**config.mk**
```make
export PLATFORM = sky130hd
export DESIGN_NAME = lr3_scan_ctrl
export DESIGN_NICKNAME = d
export VERILOG_FILES = /design/src/rtl/lr3_scan_ctrl.sv
export SDC_FILE = /design/constraint.sdc
export NUM_CORES = 1
export LEC_CHECK = 0
export ABC_AREA = 1
export CELL_PAD_IN_SITES_DETAIL_PLACEMENT = 0
export CELL_PAD_IN_SITES_GLOBAL_PLACEMENT = 1
export CORE_AREA = 2 2 80 82
export CTS_BUF_LIST = sky130_fd_sc_hd__clkbuf_2
export DETAILED_ROUTE_END_ITERATION = 7
export DIE_AREA = 0 0 82 84
export HOLD_SLACK_MARGIN = 0.06
export PLACE_DENSITY = 0.88
export SLEW_MARGIN = 30
export SYNTH_ARGS = -nofsm -noshare
export SYNTH_HDL_FRONTEND = slang
export SYNTH_SLANG_ARGS = --single-unit
export TNS_END_PERCENT = 5
```
**constraint.sdc**
```tcl
create_clock -name CLK -period 3 [get_ports CLK]
set_input_delay 0.75 -clock CLK [delete_from_list [all_inputs] [get_ports CLK]]
set_output_delay 0.75 -clock CLK [all_outputs]
set_load 0.01 [all_outputs]
```
**src/rtl/lr3_scan_ctrl.sv**
```systemverilog
// lr3_scan_ctrl -- entry and display-scan controller for the LR3 hex-entry board.
//
// Purpose:
//   Captures hex digits into an 8-nibble shift buffer. Each new digit enters at
//   the rightmost position. The buffer is time-multiplexed onto a common-anode
//   7-segment display, one digit per DISP_CE tick. Slots that hold no entry are
//   blanked. After every scan advance, all anodes stay off for DEAD_CYC cycles
//   so that the previous digit's segments cannot ghost onto the next anode.
//
// Ports:
//   CLK      in   system clock, rising edge
//   RST      in   synchronous active-high reset
//   BTN_CE   in   one-cycle strobe, captures DAT_I as a new digit
//   DAT_I    in   [3:0] hex digit to capture
//   DISP_CE  in   one-cycle scan-advance tick
//   CLR      in   synchronous clear of the entry buffer (scan keeps running)
//   CAT      out  [6:0] segment cathodes, active low, CAT[0]=a .. CAT[6]=g
//   AN       out  [NDIG-1:0] digit anodes, active low, AN[0] = rightmost digit
//   DIG_CNT  out  [3:0] number of valid digits held (0..8)
//   FULL     out  high when DIG_CNT == 8
module lr3_scan_ctrl #(
   parameter int DEAD_CYC = 2,
   parameter int NDIG     = 8
) (
   input  logic            CLK,
   input  logic            RST,
   input  logic            BTN_CE,
   input  logic [3:0]      DAT_I,
   input  logic            DISP_CE,
   input  logic            CLR,
   output logic [6:0]      CAT,
   output logic [NDIG-1:0] AN,
   output logic [3:0]      DIG_CNT,
   output logic            FULL
);

   localparam int IW = $clog2(NDIG);
   localparam int DW = (DEAD_CYC > 1) ? $clog2(DEAD_CYC) : 1;

   typedef enum logic {SHOW, DEAD} state_t;

   // Segment pattern for one hex digit, bit order g..a, 0 = segment lit.
   function automatic logic [6:0] seg(input logic [3:0] d);
      logic [6:0] s;
      case (d)
         4'h0: s = 7'b1000000;
         4'h1: s = 7'b1111001;
         4'h2: s = 7'b0100100;
         4'h3: s = 7'b0110000;
         4'h4: s = 7'b0011001;
         4'h5: s = 7'b0010010;
         4'h6: s = 7'b0000010;
         4'h7: s = 7'b1111000;
         4'h8: s = 7'b0000000;
         4'h9: s = 7'b0010000;
         4'hA: s = 7'b0001000;
         4'hB: s = 7'b0000011;
         4'hC: s = 7'b1000110;
         4'hD: s = 7'b0100001;
         4'hE: s = 7'b0000110;
         default: s = 7'b0001110;
      endcase
      return s;
   endfunction

   logic [3:0]      dig_q [NDIG];
   logic [3:0]      dig_d [NDIG];
   logic [3:0]      cnt_q, cnt_d;
   logic            full_q, full_d;
   state_t          state_q, state_d;
   logic [IW-1:0]   idx_q, idx_d;
   logic [DW-1:0]   dead_q, dead_d;
   logic [NDIG-1:0] an_q, an_d;
   logic [6:0]      cat_q, cat_d;

   // Entry buffer and digit count. CLR wins over a simultaneous BTN_CE.
   always_comb begin
      dig_d = dig_q;
      cnt_d = cnt_q;
      if (CLR) begin
         for (int i = 0; i < NDIG; i++) dig_d[i] = 4'h0;
         cnt_d = 4'd0;
      end else if (BTN_CE) begin
         // Shift left; the oldest digit falls off the top once full.
         for (int i = NDIG - 1; i > 0; i--) dig_d[i] = dig_q[i-1];
         dig_d[0] = DAT_I;
         if (cnt_q != 4'(NDIG)) cnt_d = cnt_q + 4'd1;
      end
      // FULL is registered from the next count so it tracks DIG_CNT exactly.
      full_d = (cnt_d == 4'(NDIG));
   end

   // Scan FSM. AN/CAT default to all-off; only a non-advancing SHOW cycle on
   // an occupied slot drives a digit. The drive uses the current buffer, so a
   // captured digit appears one cycle after its strobe.
   always_comb begin
      state_d = state_q;
      idx_d   = idx_q;
      dead_d  = dead_q;
      an_d    = '1;
      cat_d   = '1;
      case (state_q)
         SHOW: begin
            if (DISP_CE) begin
               idx_d = (idx_q == IW'(NDIG - 1)) ? '0 : idx_q + 1'b1;
               if (DEAD_CYC > 0) begin
                  state_d = DEAD;
                  dead_d  = DW'(DEAD_CYC - 1);
               end
            end else if ({1'b0, idx_q} < cnt_q) begin
               an_d  = ~(NDIG'(1) << idx_q);
               cat_d = seg(dig_q[idx_q]);
            end
         end
         default: begin
            // DISP_CE is ignored here; the index only moves from SHOW.
            if (dead_q == '0) state_d = SHOW;
            else              dead_d  = dead_q - 1'b1;
         end
      endcase
   end

   always_ff @(posedge CLK) begin
      if (RST) begin
         dig_q   <= '{default: 4'h0};
         cnt_q   <= 4'd0;
         full_q  <= 1'b0;
         state_q <= SHOW;
         idx_q   <= '0;
         dead_q  <= '0;
         an_q    <= '1;
         cat_q   <= '1;
      end else begin
         dig_q   <= dig_d;
         cnt_q   <= cnt_d;
         full_q  <= full_d;
         state_q <= state_d;
         idx_q   <= idx_d;
         dead_q  <= dead_d;
         an_q    <= an_d;
         cat_q   <= cat_d;
      end
   end

   assign CAT     = cat_q;
   assign AN      = an_q;
   assign DIG_CNT = cnt_q;
   assign FULL    = full_q;

endmodule
```
# Yosys cells after proc, flatten, opt, wreduce, memory -nomap -nowiden
# Memory sizes are Yosys's and may differ from the RTL's. A register that Yosys moved wholly into a read port is not among the register bits.
# Cells that the tools add are included.
dict set report totals {
  regBits 50
  latch_bits 0
  mem_bits_rw 0
  rom_bits 112
  n_memories 1
}
dict set report op_classes {
  addsub 3
  mul 0
  n_div 0
  magnitude_cmp 2
  n_eq_ne 3
  shifts 1
  n_mux 13
  bitwise 4
  n_reduce_logical 4
}
# memory depth width rd rd_clocked_by_memory_dff write_ports line
set memory_table {}
lappend memory_table {{(name not given)} 16 7 1 1 0 45} ;# case (d)
# op n
set ops {}
lappend ops {{$mux W4} 5}
lappend ops {{$bmux W4 S3} 1}
lappend ops {{$not A8 Y8} 1}
lappend ops {{$shl A1 B3 Y8 const A} 1}
lappend ops {{$mux W1} 6}
lappend ops {{$add A4 B1 Y4 const B} 1}
lappend ops {{$eq A4 B4 Y1 const B} 1}
lappend ops {{$ge A4 B4 Y1 const B} 1}
lappend ops {{$lt A3 B4 Y1} 1}
lappend ops {{$ne A4 B4 Y1 const B} 1}
lappend ops {{$not A3 Y4} 1}
lappend ops {{$reduce_or A4 Y1} 1}
lappend ops {{$add A3 B1 Y3 const B} 1}
lappend ops {{$eq A3 B3 Y1 const B} 1}
lappend ops {{$mux W3} 1}
lappend ops {{$not A1 Y1} 2}
lappend ops {{$reduce_and A2 Y1} 1}
lappend ops {{$reduce_bool A2 Y1} 1}
lappend ops {{$reduce_or A2 Y1} 1}
lappend ops {{$sub A1 B1 Y1 const B} 1}

# Longest topological paths before layout
dict set report logic_depth {
  word_depth 5
  ltp_mapped 12
}

# Worst setup path after synthesis
# Ideal clock, no wire load.
dict set report synth_timing {
  path_kind {input to register}
  from {input port RST}
  to {register cat_q[4] (netlist: CAT[4])}
  setup_time_ps 120
  t_arrival_ps 1541
  path_slack_ps 1339
  cell_stages 7
  cell_sequence {buf_6 > or2_1 > nor2_2 > nand3_2 > inv_2 > buf_6 > nand3_1}
}
dict set report synth_between {
  elab_chain_len 1
}
# element line
set synth_lines {}
lappend synth_lines {{from (decl)} 26} ;# input logic RST,
lappend synth_lines {{$reduce_or A4 Y1 (no line)} n/a}
lappend synth_lines {{to (decl)} 74} ;# logic [6:0] cat_q, cat_d;
# No other way between the ends.
# A chain may end at the register's enable or synchronous reset.

# Worst setup path in the final report
dict set report layout_timing {
  from {register cnt_q[0] (netlist: DIG_CNT[0])}
  to {output port DIG_CNT[0]}
}
# element line
set layout_rtl {}
lappend layout_rtl {{from (decl)} 68} ;# logic [3:0] cnt_q, cnt_d;
lappend layout_rtl {{from (signal assigned)} 135} ;# cnt_q <= cnt_d;
lappend layout_rtl {{to (decl)} 33} ;# output logic [3:0] DIG_CNT,
# No word-level cell between the ends.

==> out/results.ini <==
[finish]
drive_gt1_frac=0.111
area_growth_pct=15.3
final_common_cell=nand2_1
final_cell_mix=nand2_1 (63), dfxtp_1 (57), nor2_1 (46)
diodes=0
multi_input_area_sq_um=1330
fillers=616
fin_cells=465
seqCellArea_sq_um=1140
fin_nets=407

[flow_run]
cap_violations=0

[floorplanning]
die_area_sq_um=6890
die_y_um=84
initial_core_util=0.454
die_x_um=82
num_rows=29
boundaryPins=29
core-area_sq_um=6100

[sta]
slew_headroom=0.649
setup-violations-final=0
setup-tns-final_ns=0
max_freq_mhz=455
fin_crit_ns=2.20
rsz0062_at_grt=false
tightest_slew_ns=0.527
finalCritPeriodShare=0.733
finalMaxSlewViolations=0
finClkSkew_ns=0.0186
hold_viol=0

[grt]
antenna_found_initial=0
overflow=0
grt_pass1_wl_um=9450
grt_usage=0.176
grt_max_degree=56
grt_pass1_vias=2101

[power_and_ir_drop]
intPower_uw=1190
p_sw_uw=496
power.leakage_uw=0.00135
ir_drop_mv=0.265
p_sw_frac=0.295
power_density_nw_per_um2=527
power_frac_clock=0.331
p_seq_frac=0.477
pwr-share-comb=0.192

[worst_setup_path]
crit_slowest_cell=clkdlybuf4s50_1
start_kind=flop
path_buf_inv=1
slowest_delay_ns=0.57
crit_family=buffers and inverters
cp_cell_sequence=clkdlybuf4s50_1
crit_path_end_kind=output port
critical_path_peak_fanout=5
worstPathRequired_ns=2.25
worstPathArrival_ns=1.45
crit_type=reg2out

[clock_tree]
cts_sinks=57
ctsHtreeMaxLevel=3
cts_resized=0
ctsHoldBuffers=0
ctsLongestPathBuffers=2
clk_pin_slew_ns=0.16
cts_root_buffer=clkbuf_2
cts_tree=done
clk_latency_ns=0.46
post-cts-setup-buffer-count=0
numCtsBuffers=9

[route]
vias=2277
drt-initial-drc-count=81
drt-pass1-iter-count=4
via_per_inst=4.90
antenna_left=0
wl_um=5500
wl_per_cell_um=11.8
drcViolationCount=0

[placement]
placement.io_buffers=28
gp_congestion=0.852
hpwlAfterDp_um=3770
dp_cells=449

[worst_hold_path]
hold_path.class=reg2reg

[synth]
syn_nets=381
synthesis.instances=357
async_reset_ff_frac=0
yosys_warnings=0
synth-edff-count=0
netlist_area_sq_um=2770
synthFlopType=dfxtp_1
synth.avg_cell_area_sq_um=7.75
seq_area_frac_synth=0.412
synthDistinctLibCells=30
ys_seq_elements=57

[run_status]
outcome=complete, no violations

## sequential cells by signal, summed over array words and instances (netlist names)
signal	cells
DIG_CNT	4
dead_q	1
dig_q	32
state_q	1
idx_q	3
CAT	7
AN	8
FULL	1
## cell families (layout without fill, tap and decap cells)
| logic type | count (synthesis) | in the layout | share of synthesized area |
|---|---|---|---|
| AND/OR/NAND/NOR | 171 | 171 | 0.289 |
| buffers and inverters | 67 | 98 | 0.108 |
| flip-flops | 57 | 57 | 0.412 |
| AO/OA/AOI/OAI | 46 | 46 | 0.120 |
| adder cells (fa/ha/maj) | 15 | 15 | 0.0678 |
| XOR/XNOR | 1 | 1 | 0.00317 |
## through the flow
| step | utilization | hold WS, ns | area [sq um] | power, uW | setup WS [ns] |
|---|---|---|---|---|---|
| 3_3_place_gp | 0.502 | 0.460 | 3060 | 1140 | 0.789 |
| 5_1_grt | 0.523 | 0.509 | 3190 | 1780 | 0.710 |
| 3_5_place_dp | 0.502 | 0.465 | 3060 | 1140 | 0.709 |
| 6_report | 0.523 | 0.478 | 3190 | 1680 | 0.801 |
| 2_1_floorplan | - | 0.433 | 2770 | 1070 | 1.34 |
| 4_1_cts | 0.523 | 0.481 | 3190 | 1700 | 0.751 |
## metal layers
metal / wire length [um] / vias up / track usage
met1: 2720 / 1016 / 0.228
li1: - / 1215 / -
met4: 94 / 0 / 0.0818
met5: 0 / - / 0
met3: 154 / 9 / 0.0357
met2: 2530 / 37 / 0.278
## worst paths after layout
path	from	to	slack, ns	depth (start not counted)
max	DIG_CNT[0]$_SDFF_PP0_	DIG_CNT[0]	0.80	1
min	dig_q[21]$_SDFFE_PP0P_	dig_q[17]$_SDFFE_PP0P_	0.48	2
max reg2reg	idx_q[0]$_SDFFE_PP0P_	CAT[1]$_SDFF_PP1_	0.94	10
min reg2reg	dig_q[21]$_SDFFE_PP0P_	dig_q[17]$_SDFFE_PP0P_	0.48	2
## synthesized netlist by cell type (2+ instances only)
cell      count  share of area
a211oi_1     33          0.090
a21oi_1       8          0.014
buf_2         4         0.0072
buf_4         3         0.0081
buf_6         4          0.016
clkbuf_1      6         0.0081
dfxtp_1      57           0.41
ha_1         15          0.068
inv_1        44          0.060
inv_2         5         0.0068
nand2_1      63          0.085
nand2_2       4         0.0090
nand2_4       2         0.0081
nand3_1      40          0.072
nand3_2       5          0.018
nand3_4       2          0.013
nor2_1       46          0.062
nor2_2        2         0.0045
or2_1         3         0.0068
## final cells by class
cell class	instances	share of cell area
clock inverters	4	0.0212
clock buffers	12	0.0188
inverters	49	0.0576
flip-flops and latches	57	0.358
repair buffers	33	0.0980
well taps	77	0.0302
multi-input cells	233	0.416
## power by group through the flow
stage | logic (uW) | clock network (uW) | registers (uW)
finish | 323 | 557 | 802
global route | 370 | 601 | 806
CTS | 325 | 574 | 802
detailed placement | 323 | 0 | 818
global placement | 319 | 0 | 818
floorplan | 247 | 0 | 819
No activity file was read; power rests on OpenSTA's default activity.
